### src/rtl/eth_pkg.sv
// eth_pkg: tx/rx framer state codes, GMII framing constants and the byte-wise Ethernet CRC-32 step.
package eth_pkg;
  localparam logic [2:0] lpND   = 3'd0;
  localparam logic [2:0] lpPRE  = 3'd1;
  localparam logic [2:0] lpSFD  = 3'd2;
  localparam logic [2:0] lpDATA = 3'd3;
  localparam logic [2:0] lpCRC  = 3'd4;
  localparam logic [2:0] lpPAD  = 3'd5;
  localparam logic [2:0] lpIFG  = 3'd6;
  localparam logic [7:0]  lpPRE_BYTE    = 8'h55;
  localparam logic [7:0]  lpSFD_BYTE    = 8'hD5;
  localparam logic [31:0] lpCRC_RESIDUE = 32'hC704DD7B;
  typedef enum logic [2:0] {
    ST_IDLE = lpND,
    ST_PRE  = lpPRE,
    ST_SFD  = lpSFD,
    ST_DATA = lpDATA,
    ST_FCS  = lpCRC,
    ST_PAD  = lpPAD,
    ST_IFG  = lpIFG
  } tx_state_t;
  // Reflected CRC-32 (poly 04C11DB7), data bits LSB first as they go on the wire
  function automatic logic [31:0] eth_crc32_8d(input logic [31:0] crc, input logic [7:0] d);
    logic [31:0] c;
    c = crc;
    for (int i = 0; i < 8; i++) c = (c[0] ^ d[i]) ? (c >> 1) ^ 32'hEDB88320 : c >> 1;
    return c;
  endfunction
endpackage

### src/rtl/ethernet_tx_frame_crc32.sv
// eth_tx_crc32: running FCS register with preset, byte update and complemented byte-select output.
module eth_tx_crc32
  import eth_pkg::*;
(
  input  logic       i_clk,
  input  logic       i_rst_n,
  input  logic       i_init,
  input  logic       i_en,
  input  logic [7:0] i_data,
  input  logic [1:0] i_sel,
  output logic [7:0] o_fcs
);
  logic [31:0] r_crc;
  logic [31:0] w_inv;
  always_ff @(posedge i_clk or negedge i_rst_n)
    if (!i_rst_n) r_crc <= '1;
    else if (i_init) r_crc <= '1;
    else if (i_en) r_crc <= eth_crc32_8d(r_crc, i_data);
  assign w_inv = ~r_crc;
  assign o_fcs = w_inv[{i_sel, 3'b000} +: 8];
endmodule

### src/rtl/ethernet_tx_frame.sv
// ethernet_tx_frame: GMII transmit framer adding preamble/SFD, zero pad and FCS, enforcing IFG,
// and turning underrun/oversize/abort into a single TX_ER cycle.
module ethernet_tx_frame
  import eth_pkg::*;
#(
  parameter int PRE_BYTES = 7,
  parameter int MIN_LEN   = 60,
  parameter int MAX_LEN   = 1514,
  parameter int IFG_BYTES = 12
) (
  input  logic       i_tx_clk,
  input  logic       i_rst_n,
  input  logic [7:0] i_data,
  input  logic       i_valid,
  input  logic       i_last,
  input  logic       i_abort,
  output logic       o_ready,
  output logic       o_tx_en,
  output logic       o_tx_er,
  output logic [7:0] o_txd,
  output logic [2:0] o_fsm_state,
  output logic       o_frame_done,
  output logic       o_err
);
  localparam logic [10:0] lpMIN      = 11'(MIN_LEN);
  localparam logic [10:0] lpMAX      = 11'(MAX_LEN);
  localparam logic [3:0]  lpPRE_LAST = 4'(PRE_BYTES - 1);
  // The IDLE cycle that samples the next i_valid supplies the final gap cycle on the wire
  localparam logic [3:0]  lpIFG_LAST = 4'(IFG_BYTES - 2);
  tx_state_t   r_state;
  logic [10:0] r_byte_cnt;
  logic [3:0]  r_cnt;
  logic        w_acc;
  logic        w_active;
  logic        w_fail;
  logic [7:0]  w_fcs;
  assign o_ready     = (r_state == ST_DATA) && (r_byte_cnt != lpMAX);
  assign w_acc       = o_ready && i_valid && !i_abort;
  assign w_active    = (r_state == ST_PRE) || (r_state == ST_SFD) || (r_state == ST_DATA) ||
                       (r_state == ST_PAD) || (r_state == ST_FCS);
  assign w_fail      = w_active && (i_abort || ((r_state == ST_DATA) && !w_acc));
  assign o_fsm_state = r_state;
  eth_tx_crc32 u_crc (
    .i_clk  (i_tx_clk),
    .i_rst_n(i_rst_n),
    .i_init (r_state == ST_SFD),
    .i_en   (w_acc || (r_state == ST_PAD)),
    .i_data (w_acc ? i_data : 8'h00),
    .i_sel  (r_cnt[1:0]),
    .o_fcs  (w_fcs)
  );
  always_ff @(posedge i_tx_clk or negedge i_rst_n) begin
    if (!i_rst_n) begin
      r_state      <= ST_IDLE;
      r_byte_cnt   <= '0;
      r_cnt        <= '0;
      o_tx_en      <= 1'b0;
      o_tx_er      <= 1'b0;
      o_txd        <= '0;
      o_frame_done <= 1'b0;
      o_err        <= 1'b0;
    end else begin
      o_tx_en      <= 1'b0;
      o_tx_er      <= 1'b0;
      o_txd        <= '0;
      o_frame_done <= 1'b0;
      o_err        <= 1'b0;
      if (w_fail) begin
        o_tx_en <= 1'b1;
        o_tx_er <= 1'b1;
        o_err   <= 1'b1;
        r_cnt   <= '0;
        r_state <= ST_IFG;
      end else begin
        unique case (r_state)
          ST_IDLE: r_state <= i_valid ? ST_PRE : ST_IDLE;
          ST_PRE: begin
            o_tx_en <= 1'b1;
            o_txd   <= lpPRE_BYTE;
            r_cnt   <= r_cnt + 4'd1;
            r_state <= (r_cnt == lpPRE_LAST) ? ST_SFD : ST_PRE;
          end
          ST_SFD: begin
            o_tx_en    <= 1'b1;
            o_txd      <= lpSFD_BYTE;
            r_cnt      <= '0;
            r_byte_cnt <= '0;
            r_state    <= ST_DATA;
          end
          ST_DATA: begin
            o_tx_en    <= 1'b1;
            o_txd      <= i_data;
            r_byte_cnt <= r_byte_cnt + 11'd1;
            r_state    <= !i_last ? ST_DATA : (r_byte_cnt + 11'd1 < lpMIN) ? ST_PAD : ST_FCS;
          end
          ST_PAD: begin
            o_tx_en    <= 1'b1;
            r_byte_cnt <= r_byte_cnt + 11'd1;
            r_state    <= (r_byte_cnt + 11'd1 == lpMIN) ? ST_FCS : ST_PAD;
          end
          ST_FCS: begin
            o_tx_en      <= 1'b1;
            o_txd        <= w_fcs;
            r_cnt        <= (r_cnt == 4'd3) ? 4'd0 : r_cnt + 4'd1;
            o_frame_done <= (r_cnt == 4'd3);
            r_state      <= (r_cnt == 4'd3) ? ST_IFG : ST_FCS;
          end
          ST_IFG: begin
            r_cnt   <= (r_cnt == lpIFG_LAST) ? 4'd0 : r_cnt + 4'd1;
            r_state <= (r_cnt == lpIFG_LAST) ? ST_IDLE : ST_IFG;
          end
          default: r_state <= ST_IDLE;
        endcase
      end
    end
  end
endmodule

### config.mk
export PLATFORM = sky130hd
export DESIGN_NAME = ethernet_tx_frame
export DESIGN_NICKNAME = d
export VERILOG_FILES = /design/src/rtl/eth_pkg.sv /design/src/rtl/ethernet_tx_frame_crc32.sv /design/src/rtl/ethernet_tx_frame.sv
export SDC_FILE = /design/constraint.sdc
export NUM_CORES = 1
export LEC_CHECK = 0
export ABC_CLOCK_PERIOD_IN_PS = 2490
export CORE_ASPECT_RATIO = 0.7
export CORE_MARGIN = 1
export CORE_UTILIZATION = 60
export CTS_CLUSTER_DIAMETER = 150
export DETAILED_ROUTE_END_ITERATION = 12
export PLACE_DENSITY_LB_ADDON = 0.3
export SLEW_MARGIN = 10
export SYNTH_ARGS = -nofsm -noshare
export SYNTH_HDL_FRONTEND = slang
export SYNTH_SLANG_ARGS = --single-unit
### constraint.sdc
create_clock -name i_tx_clk -period 2.49 [get_ports i_tx_clk]
set_clock_uncertainty 0.1 [all_clocks]
set_input_delay 0.498 -clock i_tx_clk [delete_from_list [all_inputs] [get_ports i_tx_clk]]
set_output_delay 0.498 -clock i_tx_clk [all_outputs]
set_load 0.02 [all_outputs]
==> flow_metrics.py, run 1 <==
metrics = {
    "run_status": {
        "status": "complete, no violations",
    },
    "yosys": {
        "syn_area_um2": 4260,
        "synth_top_area_share_pct": 19.7,
        "seq_area_frac_synth_pct": 36.7,
        "synth_edf_count": 0,
        "async_reset_ff_share_pct": 100,
        "ys.flop_type": "dfstp_2",
        "ys_top_cells_by_area": "dfstp_2, dfrtp_1, xnor2_1",
        "yosys_warnings": 0,
        "syn_nets": 447,
        "synth_area_leader_cell": "dfstp_2",
        "synthCells": 430,
        "synth_seq_cells": 61,
        "yosysUniqueCellTypes": 57,
        "syn_area_per_cell_um2": 9.91,
    },
    "grt": {
        "globalRouteTotalUtil_pct": 32.6,
        "grt_max_degree": 62,
        "grt_pass1_vias": 3372,
        "antenna_found_initial": 0,
        "grt_overflow_total": 0,
        "grt_pass1_wl_um": 17600,
    },
    "pwr": {
        "sw_frac_of_total_pct": 41.9,
        "vdd_drop_max_mv": 1.00,
        "internal_power_uw": 4300,
        "power.clock.fraction_pct": 12.3,
        "p_per_area_nw_per_um2": 1390,
        "combPwrFrac_pct": 63.4,
        "finalPower_uw": 7410,
        "switchingPower_uw": 3110,
        "power_leakage_uw": 0.00211,
        "power_frac_seq_pct": 24.3,
    },
    "routing": {
        "ant_nets": 0,
        "drtIter0Drc": 297,
        "vias_per_cell": 5.92,
        "drtPass1Iterations": 5,
        "drc_errors": 0,
        "drt_wl_total_um": 11300,
        "num_vias": 3525,
        "wl_per_cell_um": 19.1,
    },
    "clock_network": {
        "cts_tree": "built",
        "clockBufferDepth": 2,
        "cts_buffers": 9,
        "clk-insertion-delay-late_ns": 0.36,
        "root_buffer": "clkbuf_8",
        "clkSinkCount": 61,
        "cts_max_level": 3,
        "clk_pin_slew_ns": 0.07,
    },
    "job": {
        "max_cap_violations": 0,
    },
    "floorplanning": {
        "rows": 25,
        "start_util_pct": 62.5,
        "die-area_um2": 7450,
        "die_h_um": 72.5,
        "core-area_um2": 6820,
        "die_width_um": 103,
        "pin_count": 29,
    },
    "worst_setup_path": {
        "startpoint_type": "flop",
        "critPathKind": "reg -> reg",
        "path_max_fanout": 8,
        "rrSetupSlack_ns": 0.02,
        "worstPathArrival_ns": 2.63,
        "cp-end-kind": "flop",
        "cp.required_ns": 2.65,
    },
    "timing": {
        "worst_pin_slew_ns": 0.764,
        "drv_slew": 0,
        "fmax_ghz": 0.405,
        "fin_crit_sh_pct": 99.2,
        "holdWs_ns": 0.216,
        "period_needed_ns": 2.47,
        "max_slew_margin_pct": 49.0,
        "rsz0062_at_grt": "true",
        "finalHoldViolCount": 0,
        "finalSetupViolations": 0,
    },
    "final_layout": {
        "stdcell_count": 595,
        "diodes": 0,
        "drive_gt1_share_pct": 31.9,
        "final_net_count": 513,
        "stdcell_area_um2": 5340,
        "syn2layout_area_growth_pct": 25.2,
    },
    "place": {
        "post-dp-hpwl_um": 7870,
        "placed_area_um2": 4940,
        "portBuffers": 28,
        "gp_congestion": 0.897,
        "dp.cells": 572,
    },
    "min_path": {
        "hold_path_class": "in -> async",
    },
}
-- state kept, by name (all words and copies together) (netlist names) --
signal / cells
o_txd: 8
o_fsm_state: 3
r_cnt: 4
o_frame_done: 1
u_crc.r_crc: 32
o_err: 1
o_tx_en: 1
r_byte_cnt: 11
-- synthesized netlist by cell type, drive strengths merged (2+ instances only) --
cell	n
xor2	31
a21o	4
clkbuf	23
nand2b	4
ha	4
nor2b	8
mux4	8
mux2i	3
or2	5
o21ai	18
dfrtp	29
nand4	3
o31ai	5
nand3	7
o211a	2
a211oi	2
nand2	25
a311oi	2
inv	3
buf	11
nor3b	3
o22a	20
and3	2
nor2	50
and2	3
nor3	10
o21a	2
a21oi	33
dfstp	32
xnor2	62
-- per-stage QoR --
step	util [%]	TNS [ns]	setup WS, ns
after CTS	76.0	0	0.0122
after global routing	78.3	-0.145	-0.0749
after detailed placement	72.4	-4.28	-0.231
after global placement	72.4	-3.37	-0.240
final	78.3	0	0.0202
after floorplan	-	0	0.210
-- logic make-up (layout without fill, tap and decap cells) --
family                   count (synthesis)  after routing  share of synthesized area (%)
AO/OA/AOI/OAI                           95             95                           15.4
XOR/XNOR                                93             93                           22.1
adder cells (fa/ha/maj)                  4              4                           1.17
buffers and inverters                   37            108                           3.70
flip-flops                              61             61                           36.7
multiplexers                            11             11                           4.93
AND/OR/NAND/NOR                        129            129                           15.9
-- area by class of cell --
cell class	count	area [µm²]
multi-input combinational	332	2660
sequential	61	1570
inverter	3	11.3
fill	441	1480
tap	94	118
timing repair buffer	89	785
clock buffer	12	155
clock inverter	4	46.3
-- path summary, 6_finish.rpt --
kind	startpoint	end	cells past startpoint
max	r_byte_cnt[0]	u_crc.r_crc[14]	11
min	i_rst_n	r_byte_cnt[10]	2
max reg2reg	r_byte_cnt[0]	u_crc.r_crc[14]	11
min reg2reg	u_crc.r_crc[16]	u_crc.r_crc[16]	2
max in group asynchronous	i_rst_n	r_cnt[2]	2
min in group i_tx_clk	u_crc.r_crc[16]	u_crc.r_crc[16]	2
-- layout by cell type (no fill, tap or decap), types with 3 or more instances in the layout --
cell and instances:
buf_4 53, xnor2_1 51, nor2_1 44, a21oi_1 33, dfstp_2 32, dfrtp_1 29, clkdlybuf4s50_1 26, nand2_1 24
xor2_1 22, o22a_1 20, o21ai_0 17, clkbuf_8 11, nor3_1 10, nor2b_1 8, mux4_2 8, xor2_2 8
nand3_1 7, xnor2_4 6, o31ai_1 5, or2_2 5, xnor2_2 5, buf_6 5, nand2b_1 4, a21o_1 4
nor2_2 4, inv_1 3, nor3b_1 3, nand4_1 3, mux2i_1 3, and2_1 3, ha_1 3, buf_12 3
-- power by group through the flow --
stage | Clock, µW | Sequential, µW | Combinational [µW]
final | 914 | 1800 | 4700
after global routing | 978 | 1830 | 5040
after CTS | 926 | 1780 | 4370
after detailed placement | 0 | 1790 | 4330
after global placement | 0 | 1760 | 4200
after floorplan | 0 | 1730 | 3030
-- metal layers --
layer	vias to the layer above	GRT usage (%)	wire (µm)
li1	1600	-	-
met5	-	0	0
met3	21	9.34	1010
met4	0	10.6	214
met1	1721	49.0	5110
met2	183	45.0	5010
-- worst max-delay path, stage by stage, from the launching register on --
cell	delay [ns]
dfrtp_1	0.38
inv_1	0.06
ha_2	0.19
nand4bb_4	0.17
o311ai_4	0.31
buf_12	0.18
buf_6	0.11
nor2_1	0.06
xnor2_2	0.26
xor2_1	0.22
xnor2_1	0.08
a21oi_1	0.25
-- timing repair --
| item | CTS | global route |
|---|---|---|
| setup endpoints to repair | 22 | 26 |
| hold buffers | 0 | 0 |
| gates resized for setup | 5 | 22 |
| setup buffers | 5 | 4 |
| pin swaps | 4 | 12 |
(Power assumes the default switching activity.)
==> inputs of run 2 (changes only) <==
Settings changed: CELL_PAD_IN_SITES_DETAIL_PLACEMENT set to 2, CELL_PAD_IN_SITES_GLOBAL_PLACEMENT set to 2, CORE_UTILIZATION 60 to 40, SYNTH_HIERARCHICAL set to 1.
==> run 2 against run 1 <==
Effect of this change:
- critical path depth up 2
- non-clock buffer count increased by 31
- global-route usage grew 7.9 points
- combinational power is 90% higher
- worst setup slack worse by 0.56 ns
- the flow now finishes with violations (setup timing)
- synthesized cell count is 1.2% lower
- first-iteration DRC count is 30% higher
- sequential cell count did not move
==> flow_metrics.py, run 2 <==
metrics = {
    "yosys": {
        "syn_area_per_cell_um2": 10.7,
        "ys.flop_type": "dfstp_2",
        "synth_seq_cells": 61,
        "synth_common_cells": "a21oi_1, dfstp_2, nor2_1",
        "synthCells": 425,
        "synth_top_area_share_pct": 18.5,
        "synth_area_leader_cell": "dfstp_2",
        "ys_top_cells_by_area": "dfstp_2, dfrtp_1, xnor3_1",
        "syn_nets": 442,
        "yosys_warnings": 6,
        "yosysMostFrequentCell": "a21oi_1",
        "async_reset_ff_share_pct": 100,
        "seq_area_frac_synth_pct": 34.5,
        "synth_edf_count": 0,
        "yosysUniqueCellTypes": 68,
        "syn_area_um2": 4530,
    },
    "place": {
        "gp_congestion": 0.838,
        "post-dp-hpwl_um": 12100,
        "dpl_worst_slack_ns": -0.509,
        "portBuffers": 28,
    },
    "final_layout": {
        "postLayoutCoreUtil_pct": 59.3,
        "mostFrequentLayoutCell": "buf_4",
        "regMostFlops": "u_crc/r_crc",
        "syn2layout_area_growth_pct": 44.1,
        "diodes": 0,
        "largest_reg_flops": 32,
        "top_regs": "u_crc/r_crc (32), r_byte_cnt (11), o_txd (8)",
        "final_cell_mix": "buf_4, a21oi_1, dfstp_2, nor2_1, dfrtp_1",
        "final_net_count": 545,
        "nFillCells": 1000,
        "drive_gt1_share_pct": 43.0,
    },
    "worst_setup_path": {
        "cp-end-kind": "flop",
        "startpoint_type": "flop",
        "critPathKind": "reg -> reg",
        "cp.required_ns": 2.67,
        "path_max_fanout": 10,
        "rrSetupSlack_ns": -0.54,
        "worstPathArrival_ns": 3.20,
    },
    "job": {
        "max_cap_violations": 0,
    },
    "clock_network": {
        "root_buffer": "clkbuf_16",
        "clk-insertion-delay-late_ns": 0.36,
        "cts_tree": "built",
        "cts_buffers": 9,
        "clockBufferDepth": 2,
        "cts_max_level": 3,
        "clkSinkCount": 61,
        "clk_pin_slew_ns": 0.06,
    },
    "grt": {
        "globalRouteTotalUtil_pct": 40.5,
        "grt_overflow_total": 0,
        "antenna_found_initial": 0,
        "grt_pass1_wl_um": 33100,
        "grt_pass1_vias": 4786,
        "grt_max_degree": 31,
    },
    "timing": {
        "setup_slack_ns": -0.535,
        "fin_setup_tns_ns": -12.84,
        "rsz0062_at_grt": "true",
        "finalHoldViolCount": 0,
        "fin_crit_sh_pct": 121,
        "worst_pin_slew_ns": 0.671,
        "holdWs_ns": 0.0753,
        "drv_slew": 0,
        "max_slew_margin_pct": 54.8,
        "finalSetupViolations": 35,
        "fmax_ghz": 0.331,
        "period_needed_ns": 3.03,
    },
    "routing": {
        "ant_nets": 0,
        "drtPass1Iterations": 5,
        "wl_per_cell_um": 37.4,
        "num_vias": 4488,
        "drc_errors": 0,
        "drtIter0Drc": 387,
        "vias_per_cell": 6.54,
        "drt_wl_total_um": 25600,
    },
    "floorplanning": {
        "die-area_um2": 11800,
        "rows": 32,
        "core-area_um2": 11000,
        "die_h_um": 91.1,
        "start_util_pct": 41.2,
        "die_width_um": 129,
        "pin_count": 29,
    },
    "min_path": {
        "hold_path_class": "in -> async",
    },
    "pwr": {
        "finalPower_uw": 12400,
        "power_leakage_uw": 0.00282,
        "p_per_area_nw_per_um2": 1900,
        "vdd_drop_max_mv": 1.13,
    },
    "run_status": {
        "violations": "setup timing",
        "status": "finished, violations left",
    },
}
-- run 2: cell count changes after synthesis, sizes merged, moves of 7 or more --
cell | previous run | this run
a31oi | 0 | 7
xor2 | 31 | 9
a21oi | 33 | 41
nor2 | 50 | 32
xnor3 | 0 | 16
a211o | 0 | 13
o22a | 20 | 0
inv | 3 | 16
o21ai | 18 | 30
and2 | 3 | 10
xnor2 | 62 | 36
nand2 | 25 | 18
-- run 2: final cells by class --
type | instances | area [µm²] | share of cell area [%]
Clock inverter | 4 | 45.0 | 0.690
Timing Repair Buffer | 120 | 1200 | 18.3
Clock buffer | 12 | 267 | 4.08
Tap cell | 153 | 191 | 2.93
Sequential cell | 61 | 1570 | 24.0
Inverter | 16 | 60.1 | 0.919
Multi-Input combinational cell | 320 | 3210 | 49.1
-- run 2: what timing repair did --
action,in CTS,in global routing
hold buffers,0,0
endpoints found under the setup margin,33,35
pin swaps,32,36
setup buffers,23,10
gates resized for setup,51,46
-- run 2: final timing paths --
| kind | depth (start not counted) | startpoint | endpoint |
|---|---|---|---|
| setup reg to reg | 13 | r_byte_cnt[0] | u_crc/r_crc[16] |
| hold / removal | 1 | i_rst_n | r_byte_cnt[8] |
| hold reg to reg | 2 | u_crc/r_crc[13] | u_crc/r_crc[13] |
| max in group asynchronous | 2 | i_rst_n | u_crc/r_crc[2] |
| min in group i_tx_clk | 2 | u_crc/r_crc[13] | u_crc/r_crc[13] |
| setup / recovery | 13 | r_byte_cnt[0] | u_crc/r_crc[16] |
-- run 2: cells by family after synthesis --
group	Yosys count	share of synthesized area [%]
flops	61	34.5
fa+ha+maj	4	1.10
simple gates	120	14.5
compound gates	121	17.5
xor+xnor	65	23.7
mux	10	4.53
buf+inv	44	4.17
-- run 2: per-stage QoR --
step	cells	cell area, µm²
finish	686	6530
global route	686	6530
CTS	681	6250
detailed placement	644	5460
global placement	644	5460
floorplan	425	4590
-- run 2: critical path, cell delays in order, from the launching register on --
cell and delay, ns:
dfrtp_1 0.40, inv_2 0.12, ha_4 0.15, nor4bb_4 0.22, and3_4 0.28, nor3_4 0.05, buf_12 0.14, and2_4 0.16
xnor2_4 0.16, buf_12 0.16, xnor2_4 0.28, buf_6 0.15, xor3_1 0.34, a21bo_1 0.23
-- run 2: power by group --
part / internal (µW) / total, µW / switching [µW] / leakage (µW)
sequential: 1530 / 2070 / 537 / 0.000719
clock: 852 / 1380 / 532 / 0.000158
combinational: 4320 / 8950 / 4620 / 0.00194
total: 6710 / 12400 / 5690 / 0.00282
-- run 2: routing by layer --
metal	up-vias	part of all wire, %	track usage, %
li1	1725	-	-
met1	2328	40	51.2
met2	323	46	64.0
met3	112	7.5	10.4
met4	0	6.0	20.1
met5	-	0	0
==> inputs of run 3 (changes only) <==
Settings changed: ABC_CLOCK_PERIOD_IN_PS 2490 to 2800, HOLD_SLACK_MARGIN set to 0.15.
Clock period 2.49 ns to 2.8 ns, I/O delays scaled along.
==> run 3 against run 2 <==
Effect of this change:
- the flow still finishes with violations (setup timing)
- first-iteration DRC count fell by 9.6%
- combinational power fell by 19%
- count of clock-buffer cells in the layout did not move
- critical path type unchanged
==> flow_metrics.py, run 3 (same netlist as run 2, synthesis figures left out) <==
metrics = {
    "final_layout": {
        "drive_gt1_share_pct": 38.0,
        "syn2layout_area_growth_pct": 38.9,
        "mostFrequentLayoutCell": "buf_4",
        "diodes": 0,
        "stdcell_area_um2": 6300,
        "final_net_count": 536,
        "top_regs": "u_crc/r_crc (32), r_byte_cnt (11), o_txd (8)",
        "largest_reg_flops": 32,
        "stdcell_count": 677,
        "regMostFlops": "u_crc/r_crc",
        "final_cell_mix": "buf_4, a21oi_1, dfstp_2, nor2_1, dfrtp_1",
    },
    "min_path": {
        "hold_depth": 2,
        "hold_path_class": "reg -> reg",
    },
    "grt": {
        "grt_pass1_vias": 4542,
        "grt_pass1_wl_um": 29700,
        "globalRouteTotalUtil_pct": 35.8,
        "grt_overflow_total": 0,
        "antenna_found_initial": 0,
        "grt_max_degree": 39,
    },
    "place": {
        "placed_area_um2": 5430,
        "post-dp-hpwl_um": 11500,
        "gp_congestion": 0.794,
        "portBuffers": 28,
        "dp.cells": 638,
        "dpl_worst_slack_ns": -0.440,
    },
    "timing": {
        "fmax_ghz": 0.322,
        "setup_slack_ns": -0.307,
        "fin_crit_sh_pct": 111,
        "max_slew_margin_pct": 35.5,
        "drv_slew": 0,
        "rsz0062_at_grt": "true",
        "worst_pin_slew_ns": 0.966,
        "holdWs_ns": 0.484,
        "period_needed_ns": 3.11,
        "finalHoldViolCount": 0,
        "finalSetupViolations": 28,
    },
    "floorplanning": {
        "die-area_um2": 11800,
        "pin_count": 29,
        "rows": 32,
        "start_util_pct": 41.2,
        "die_width_um": 129,
        "core-area_um2": 11000,
        "die_h_um": 91.1,
    },
    "clock_network": {
        "clk_pin_slew_ns": 0.06,
        "clkSinkCount": 61,
        "cts_buffers": 9,
        "root_buffer": "clkbuf_16",
        "cts_tree": "built",
        "clockBufferDepth": 2,
        "cts_max_level": 3,
        "clk-insertion-delay-late_ns": 0.35,
    },
    "routing": {
        "wl_per_cell_um": 33.5,
        "drc_errors": 0,
        "ant_nets": 0,
        "num_vias": 4307,
        "vias_per_cell": 6.36,
        "drtPass1Iterations": 5,
        "drtIter0Drc": 350,
        "drt_wl_total_um": 22700,
    },
    "worst_setup_path": {
        "critPathKind": "reg -> reg",
        "cp-end-kind": "flop",
        "path_max_fanout": 4,
        "startpoint_type": "flop",
        "worstPathArrival_ns": 3.28,
        "r2r_cells": 12,
        "cp.required_ns": 2.97,
    },
    "run_status": {
        "violations": "setup timing",
        "status": "finished, violations left",
    },
    "pwr": {
        "finalPower_uw": 10300,
        "power_leakage_uw": 0.00272,
        "p_per_area_nw_per_um2": 1640,
        "vdd_drop_max_mv": 0.677,
    },
    "job": {
        "max_cap_violations": 0,
    },
}
==> run 3: routing by layer <==
layer	share of wire [%]	vias up	global-route usage, %
met5	0	-	0
met3	5.5	71	6.84
met1	42	2289	46.9
li1	-	1705	-
met2	48	242	57.2
met4	4.6	0	15.7
==> run 3: stage by stage <==
| stage | utilization, % | TNS (ns) |
|---|---|---|
| after CTS | 54.4 | -0.117 |
| after detailed placement | 49.3 | -8.87 |
| final | 57.2 | -3.87 |
| after global placement | 49.3 | -4.74 |
| after floorplan | - | 0 |
| after global routing | 57.2 | -5.10 |
==> run 3: power breakdown <==
group	internal (µW)	switching, µW	leakage (µW)
sequential	1360	414	0.000719
clock	825	451	0.000163
combinational	3560	3720	0.00183
total	5750	4590	0.00272
==> run 3: worst paths after layout <==
check | startpoint | slack (ns) | to
max in group asynchronous | i_rst_n | 1.19 | u_crc/r_crc[25]
max | r_byte_cnt[0] | -0.31 | u_crc/r_crc[26]
min reg2reg | u_crc/r_crc[19] | 0.48 | u_crc/r_crc[19]
min | u_crc/r_crc[19] | 0.48 | u_crc/r_crc[19]
max reg2reg | r_byte_cnt[0] | -0.31 | u_crc/r_crc[26]
min in group asynchronous | i_rst_n | 0.70 | o_txd[4]
==> run 3: critical path, cell delays in order, from the launching register on <==
cell and delay [ns]:
dfrtp_1 0.38, inv_2 0.09, ha_4 0.16, nor4bb_4 0.14
and3_4 0.21, nor3_4 0.27, buf_6 0.16, and2_4 0.17
xnor2_4 0.13, buf_12 0.17, xnor3_1 0.45, xnor3_1 0.25
o31a_1 0.31
==> run 3: cell type report <==
cell class / count / area (µm²)
Sequential cell: 61 / 1570
Timing Repair Buffer: 111 / 1120
Clock inverter: 4 / 70.1
Multi-Input combinational cell: 320 / 3030
Inverter: 16 / 60.1
Clock buffer: 12 / 256
Tap cell: 153 / 191
Fill cell: 1020 / 4710
==> run 3: timing repair <==
action / in CTS / in global routing
endpoints found under the hold margin: 9 / 0
buffers inserted: 12 / 13
resized for setup: 24 / 40
endpoints found under the setup margin: 26 / 33
pin swaps: 18 / 28
hold buffers: 1 / 0
